--- config.mk ---
export PLATFORM = sky130hd
export DESIGN_NAME = fp_div
export DESIGN_NICKNAME = d
export VERILOG_FILES = /design/src/rtl/gpu_parameters.sv /design/src/rtl/fp_classify.sv /design/src/rtl/fp_div.sv
export SDC_FILE = /design/constraint.sdc
export NUM_CORES = 1
export LEC_CHECK = 0
export BUFFER_PORTS_ARGS = -buffer_cell sky130_fd_sc_hd__buf_4
export CAP_MARGIN = 25
export CORE_MARGIN = 3
export CORE_UTILIZATION = 54
export DETAILED_ROUTE_END_ITERATION = 16
export PLACE_DENSITY = 0.77
export SETUP_SLACK_MARGIN = 0.1
export SYNTH_ARGS = -nofsm -noshare
export SYNTH_HDL_FRONTEND = slang
export SYNTH_HIERARCHICAL = 1
export SYNTH_SLANG_ARGS = --single-unit
--- constraint.sdc ---
create_clock -name clk -period 5.02 [get_ports clk]
set_clock_uncertainty 0.2 [all_clocks]
set_input_delay 0.502 -clock clk [delete_from_list [all_inputs] [get_ports clk]]
set_output_delay 0.502 -clock clk [all_outputs]
set_load 0.02 [all_outputs]
--- src/rtl/gpu_parameters.sv ---
// Shared fp32 parameters, constants and operand class type for the core's
// floating-point units.
package gpu_parameters;

  localparam int DATA_WIDTH = 32;
  localparam int EXP_WIDTH  = 8;
  localparam int MANT_WIDTH = 23;
  localparam int BIAS       = 127;

  localparam logic [31:0] FP32_QNAN = 32'h7FC00000;

  typedef enum logic [1:0] {
    FP_ZERO,
    FP_NORMAL,
    FP_INF,
    FP_NAN
  } fp_class_t;

endpackage

--- src/rtl/fp_classify.sv ---
// Combinational fp32 unpacker: splits a word into sign, exponent and a
// 24-bit mantissa with the hidden one, and classifies it. Denormals are
// reported as zero.
module fp_classify
  import gpu_parameters::*;
(
  input  logic [31:0]           word,
  output logic                  sign,
  output logic [EXP_WIDTH-1:0]  exponent,
  output logic [MANT_WIDTH:0]   mantissa,
  output fp_class_t             fp_class
);

  // Field extraction and class decode.
  always_comb begin
    sign     = word[31];
    exponent = word[MANT_WIDTH +: EXP_WIDTH];
    mantissa = {1'b1, word[MANT_WIDTH-1:0]};
    if (exponent == {EXP_WIDTH{1'b1}}) begin
      fp_class = (word[MANT_WIDTH-1:0] != '0) ? FP_NAN : FP_INF;
    end else if (exponent == '0) begin
      fp_class = FP_ZERO;
    end else begin
      fp_class = FP_NORMAL;
    end
  end

endmodule

--- src/rtl/fp_div.sv ---
// Iterative fp32 divider: valid/ready operand accept, 27-cycle radix-2
// restoring mantissa division, round-to-nearest-even, and a result held
// until the consumer takes it. Denormal inputs read as zero and underflow
// flushes to zero.
module fp_div
  import gpu_parameters::*;
#(
  parameter int DATA_WIDTH = gpu_parameters::DATA_WIDTH
) (
  input  logic                  clk,
  input  logic                  rst,
  input  logic                  in_valid,
  output logic                  in_ready,
  input  logic [DATA_WIDTH-1:0] a,
  input  logic [DATA_WIDTH-1:0] b,
  output logic [DATA_WIDTH-1:0] result,
  output logic [3:0]            flags,
  output logic                  result_valid,
  input  logic                  result_ready
);

  if (DATA_WIDTH != 32) begin : g_width_check
    $fatal(1, "fp_div: DATA_WIDTH must be 32");
  end

  typedef enum logic [2:0] {
    IDLE,
    DIVIDE,
    ROUND,
    DONE,
    SPECIAL_DONE
  } state_t;

  localparam logic [3:0] FLAG_INVALID   = 4'b1000;
  localparam logic [3:0] FLAG_DIV_ZERO  = 4'b0100;
  localparam logic [3:0] FLAG_OVERFLOW  = 4'b0010;
  localparam logic [3:0] FLAG_UNDERFLOW = 4'b0001;

  state_t             state_q, state_d;
  logic               sign_q, sign_d;
  logic signed [9:0]  exp_q, exp_d;
  logic [23:0]        mb_q, mb_d;
  logic [24:0]        rem_q, rem_d;
  logic [26:0]        quo_q, quo_d;
  logic [4:0]         cnt_q, cnt_d;
  logic [31:0]        result_q, result_d;
  logic [3:0]         flags_q, flags_d;
  logic               result_valid_q, result_valid_d;
  logic               in_ready_q, in_ready_d;

  logic               sign_a, sign_b;
  logic [7:0]         exp_a, exp_b;
  logic [23:0]        mant_a, mant_b;
  fp_class_t          class_a, class_b;

  fp_classify u_class_a (
    .word     (a),
    .sign     (sign_a),
    .exponent (exp_a),
    .mantissa (mant_a),
    .fp_class (class_a)
  );

  fp_classify u_class_b (
    .word     (b),
    .sign     (sign_b),
    .exponent (exp_b),
    .mantissa (mant_b),
    .fp_class (class_b)
  );

  logic               res_sign;
  logic signed [9:0]  exp_calc;
  logic               special_hit;
  logic [31:0]        special_result;
  logic [3:0]         special_flags;

  // Result sign, biased exponent difference and special-case selection.
  always_comb begin
    res_sign       = sign_a ^ sign_b;
    exp_calc       = $signed({2'b00, exp_a}) - $signed({2'b00, exp_b})
                     + $signed(10'(BIAS));
    special_hit    = !((class_a == FP_NORMAL) && (class_b == FP_NORMAL));
    special_result = '0;
    special_flags  = '0;
    if ((class_a == FP_NAN) || (class_b == FP_NAN) ||
        ((class_a == FP_ZERO) && (class_b == FP_ZERO)) ||
        ((class_a == FP_INF) && (class_b == FP_INF))) begin
      special_result = FP32_QNAN;
      special_flags  = FLAG_INVALID;
    end else if (class_a == FP_INF) begin
      special_result = {res_sign, 8'hFF, 23'd0};
    end else if (class_b == FP_ZERO) begin
      special_result = {res_sign, 8'hFF, 23'd0};
      special_flags  = FLAG_DIV_ZERO;
    end else begin
      special_result = {res_sign, 31'd0};
    end
  end

  logic               rem_ge;
  logic [24:0]        rem_sub;
  logic [24:0]        rem_next;
  logic [26:0]        quo_next;

  // One restoring division step: compare, conditionally subtract, shift.
  always_comb begin
    rem_ge   = (rem_q >= {1'b0, mb_q});
    rem_sub  = rem_ge ? (rem_q - {1'b0, mb_q}) : rem_q;
    rem_next = {rem_sub[23:0], 1'b0};
    quo_next = {quo_q[25:0], rem_ge};
  end

  logic [23:0]        mant_pre;
  logic               guard_bit, round_bit, sticky_bit, round_up;
  logic signed [9:0]  exp_norm, exp_fin;
  logic [24:0]        mant_inc;
  logic [23:0]        mant_fin;
  logic [31:0]        round_result;
  logic [3:0]         round_flags;

  // Normalise the quotient, round to nearest-even, then range-check.
  always_comb begin
    if (quo_q[26]) begin
      mant_pre   = quo_q[26:3];
      guard_bit  = quo_q[2];
      round_bit  = quo_q[1];
      sticky_bit = quo_q[0] | (rem_q != '0);
      exp_norm   = exp_q;
    end else begin
      mant_pre   = quo_q[25:2];
      guard_bit  = quo_q[1];
      round_bit  = quo_q[0];
      sticky_bit = (rem_q != '0);
      exp_norm   = exp_q - 10'sd1;
    end
    round_up = guard_bit & (round_bit | sticky_bit | mant_pre[0]);
    mant_inc = {1'b0, mant_pre} + 25'(round_up);
    if (mant_inc[24]) begin
      mant_fin = 24'h800000;
      exp_fin  = exp_norm + 10'sd1;
    end else begin
      mant_fin = mant_inc[23:0];
      exp_fin  = exp_norm;
    end
    if (exp_fin >= 10'sd255) begin
      round_result = {sign_q, 8'hFF, 23'd0};
      round_flags  = FLAG_OVERFLOW;
    end else if (exp_fin <= 10'sd0) begin
      round_result = {sign_q, 31'd0};
      round_flags  = FLAG_UNDERFLOW;
    end else begin
      round_result = {sign_q, exp_fin[7:0], mant_fin[22:0]};
      round_flags  = '0;
    end
  end

  // Next-state and datapath update for the accept/divide/round/hold sequence.
  always_comb begin
    state_d        = state_q;
    sign_d         = sign_q;
    exp_d          = exp_q;
    mb_d           = mb_q;
    rem_d          = rem_q;
    quo_d          = quo_q;
    cnt_d          = cnt_q;
    result_d       = result_q;
    flags_d        = flags_q;
    result_valid_d = result_valid_q;
    case (state_q)
      IDLE: begin
        if (in_valid && in_ready_q) begin
          sign_d = res_sign;
          if (special_hit) begin
            result_d       = special_result;
            flags_d        = special_flags;
            result_valid_d = 1'b1;
            state_d        = SPECIAL_DONE;
          end else begin
            exp_d   = exp_calc;
            mb_d    = mant_b;
            rem_d   = {1'b0, mant_a};
            quo_d   = '0;
            cnt_d   = 5'd26;
            state_d = DIVIDE;
          end
        end
      end
      DIVIDE: begin
        rem_d = rem_next;
        quo_d = quo_next;
        cnt_d = cnt_q - 5'd1;
        if (cnt_q == 5'd0) begin
          state_d = ROUND;
        end
      end
      ROUND: begin
        result_d       = round_result;
        flags_d        = round_flags;
        result_valid_d = 1'b1;
        state_d        = DONE;
      end
      DONE, SPECIAL_DONE: begin
        if (result_valid_q && result_ready) begin
          result_valid_d = 1'b0;
          state_d        = IDLE;
        end
      end
      default: begin
        state_d = IDLE;
      end
    endcase
    in_ready_d = (state_d == IDLE);
  end

  // State and datapath registers; reset aborts any operation in flight.
  always_ff @(posedge clk or posedge rst) begin
    if (rst) begin
      state_q        <= IDLE;
      sign_q         <= 1'b0;
      exp_q          <= '0;
      mb_q           <= '0;
      rem_q          <= '0;
      quo_q          <= '0;
      cnt_q          <= '0;
      result_q       <= '0;
      flags_q        <= '0;
      result_valid_q <= 1'b0;
      in_ready_q     <= 1'b0;
    end else begin
      state_q        <= state_d;
      sign_q         <= sign_d;
      exp_q          <= exp_d;
      mb_q           <= mb_d;
      rem_q          <= rem_d;
      quo_q          <= quo_d;
      cnt_q          <= cnt_d;
      result_q       <= result_d;
      flags_q        <= flags_d;
      result_valid_q <= result_valid_d;
      in_ready_q     <= in_ready_d;
    end
  end

  assign in_ready     = in_ready_q;
  assign result       = result_q;
  assign flags        = flags_q;
  assign result_valid = result_valid_q;

endmodule

==> results by group <==
Synth
  • Largest cells by area after synthesis: dfrtp_1, buf_4, ha_1, nand2_1, o21ai_0
  • Yosys reg bits: approximately 130
  • Yosys cell types: 70
  • Netlist Area Pre-Place: ~9500 sq um
  • Post-synthesis async set-or-reset flop share: 100.0%
  • Cells after Synth: between 1000 and 1500
  • Register area share after synthesis: around a third
  • Ys flop type: dfrtp_1
  • Ys Warns: 6
  • Syn_area_per_cell: between 8 and 9 sq um
  • Synth area leader: dfrtp_1
  • Top-area cell type share of the netlist area: a little over a third
  • Post-synth EDFFs: 0
  • Syn nets: between 1000 and 1500

Die
  • Initial Utilization: between 50% and 60%
  • Die Ht: roughly 140 um
  • Core Region: between 15000 and 20000 sq um
  • IO Pins: roughly 110
  • Die Width: 138.7 um
  • Site Rows: between 40 and 50
  • Die ar.: between 15000 and 20000 sq um

Timing
  • Final Hold Vio Count: 0
  • Final Cycle Share: between 90 and 100%
  • Setup TNS Final: 0 ps
  • PnR worst setup slack: about 340 ps
  • FMAX: 213.6 MHz
  • Final Setup Violations: 0
  • Slew @ Worst Pin: a little over 1000 ps
  • Final hold slack: 27.12 ps
  • Final Critical Period: between 4000 and 5000 ps
  • RSZ-0062 raised after global routing: false
  • Max Slew Vio Count: 0
  • Slew HR: between 20% and 30%

CTS
  • Clk pin slew, worst setup/hold paths: around 60 ps
  • CTS H-tree depth: 4
  • Clk buf depth: 2
  • TritonCTS clock tree: built
  • Cts hold-fix bufs: 0
  • Resized cells post-CTS: 0
  • TritonCTS buffer count: 17
  • CTS sink cnt: approximately 130
  • Root Driver: clkbuf_16
  • Post-CTS setup buffer count: 0
  • Worst-skew pair later-pin latency: between 400 and 500 ps

Final layout
  • Share of cells above drive strength 1: between 10% and 20%
  • N_diodes: 0
  • Most frequent cells in the layout: dfrtp_1, nand2_1, buf_4
  • Final #Nets: 1213
  • Area Overhead vs Synth: 10.42%
  • Most common cell after layout, fill and taps aside: dfrtp_1

Critical path
  • Arrival @ worst endpoint: between 4000 and 5000 ps
  • Worst Reg-to-Reg Cells: 13
  • WP data required: between 5000 and 6000 ps
  • Worst Setup Start Kind: flop
  • RR Endpoint: result[22]
  • CP Max Fanout: 23
  • Critical path capture point type: flop
  • FF-to-FF Start: quo_q[26]
  • Setup Crit Path Kind: flop to flop
  • Register-to-register setup slack: roughly 340 ps

Global route
  • Grt total ovfl: 0
  • Initial antenna violation count: 0
  • Pin count of the biggest net entering global routing: between 60 and 70
  • First-pass GRT wire length: roughly 38 mm
  • Vias in the first global route: 7658
  • Total Routing Usage GR: a little under a quarter

Drt
  • DR iter-0 viols: ~740
  • Avg WL per Cell: 16.73 um
  • Vias: around 8000
  • Final ANT Viol Nets: 0
  • DRC violations left: 0
  • Via-to-Cell Ratio: ~6.0
  • Post-Route WL: 22.40 mm
  • DR pass1 iterations: 7

Placement
  • HPWL Detailed: between 15 and 20 mm
  • GP Congestion: 0.8949
  • Worst slack, placed: approximately 400 ps
  • Port bufs: roughly 110

Power and ir drop
  • Leak: between 4 and 5 nW
  • Power per cell area: around 750 nW/um^2
  • Maximum VDD drop: 580.6 uV

Run
  • Max_cap viols: 0

Outcome
  • Status: completed

Worst hold path
  • Tightest Hold Check Type: input port to asynchronous set/reset pin
[power by group]
part | total [mW] | internal (mW) | switching (mW)
clock | 1.26 | 0.790 | 0.465
sequential | 2.09 | 1.56 | 0.529
combinational | 4.49 | 1.93 | 2.56
total | 7.83 | 4.28 | 3.55
[how the worst max path moves through the flow]
stage / startpoint / end / slack (ps) / depth (start not counted)
after floorplan: quo_q[26] / result[18] / 150 / 18
after detailed placement: quo_q[26] / result[22] / 410 / 13
after global routing: quo_q[26] / result[22] / 110 / 13
final: quo_q[26] / result[22] / 340 / 13
after CTS: quo_q[26] / result[22] / 360 / 13
after global placement: quo_q[26] / result[22] / 480 / 13
[worst max-delay path: stages (launching register included)]
cell and delay, ps:
dfrtp_2 430, nand2b_1 210, a21boi_0 190, ha_1 250, nand3_2 140, or4b_4 580
nor4_4 600, a22o_1 250, o211ai_1 150, or4_4 590, a2111oi_4 360, nor3_2 80
buf_4 210, a221o_1 310
[sequential cells by signal, summed over array words and instances (netlist names)]
name          count
state_q           3
cnt_q             5
exp_q            10
sign_q            1
in_ready          1
result_valid      1
quo_q            27
flags             4
result           32
rem_q            25
mb_q             24
[cells by family (layout without fill, tap and decap cells)]
group	count (synthesis)	after routing	share of synthesized area [%]
buffers and inverters	186	204	10.33
AOI/OAI and AO/OA	278	278	19.96
and+or+nand+nor	352	352	18.56
adders and majority gates	39	39	5.292
DFF	133	133	35.01
other	2	2	0.07901
xor gates and xnor gates	77	77	7.095
muxes	34	34	3.673
[layer usage]
| layer | share of wire [%] | GRT usage [%] | vias up |
|---|---|---|---|
| met2 | 47 | 37.85 | 268 |
| met3 | 5.9 | 4.828 | 32 |
| met1 | 45 | 32.02 | 3823 |
| li1 | - | - | 3893 |
| met5 | 0 | 0 | - |
| met4 | 2.0 | 6.900 | 0 |
[cell type report]
cell class	count	area [sq um]
fill	1418	6381
multi-input combinational	782	5215
sequential	133	3329
timing repair buffer	118	885.9
clock buffer	22	454.2
tap	220	275.3
inverter	54	205.2
clock inverter	10	131.4
[through the flow]
| step | instance area (sq um) | util (%) | total power, mW | std cells |
|---|---|---|---|---|
| 5_1_grt | 10500 | 62.19 | 8.472 | 1339 |
| 4_1_cts | 10500 | 62.19 | 7.813 | 1339 |
| 3_5_place_dp | 9911 | 58.72 | 6.510 | 1307 |
| 2_1_floorplan | 9508 | - | 5.457 | 1101 |
| 6_report | 10500 | 62.19 | 7.827 | 1339 |
| 3_3_place_gp | 9911 | 58.72 | 6.399 | 1307 |
[Yosys cell counts, drive strengths merged (6+ instances only)]
cell type / n
buf: 85
xnor2: 47
nor3: 26
nor4: 24
nand2: 119
xor2: 30
a22oi: 18
or4: 7
o21ai: 89
or3: 8
a22o: 49
o211ai: 6
a221o: 10
nand2b: 6
nor2: 58
nand3: 33
nor2b: 14
and3: 11
inv: 54
a21o: 11
a31oi: 9
o31ai: 6
a21oi: 37
and2: 10
clkbuf: 47
ha: 37
mux2i: 27
dfrtp: 133
mux2: 7
nand4: 20
Power figures use the tool's default switching activity.
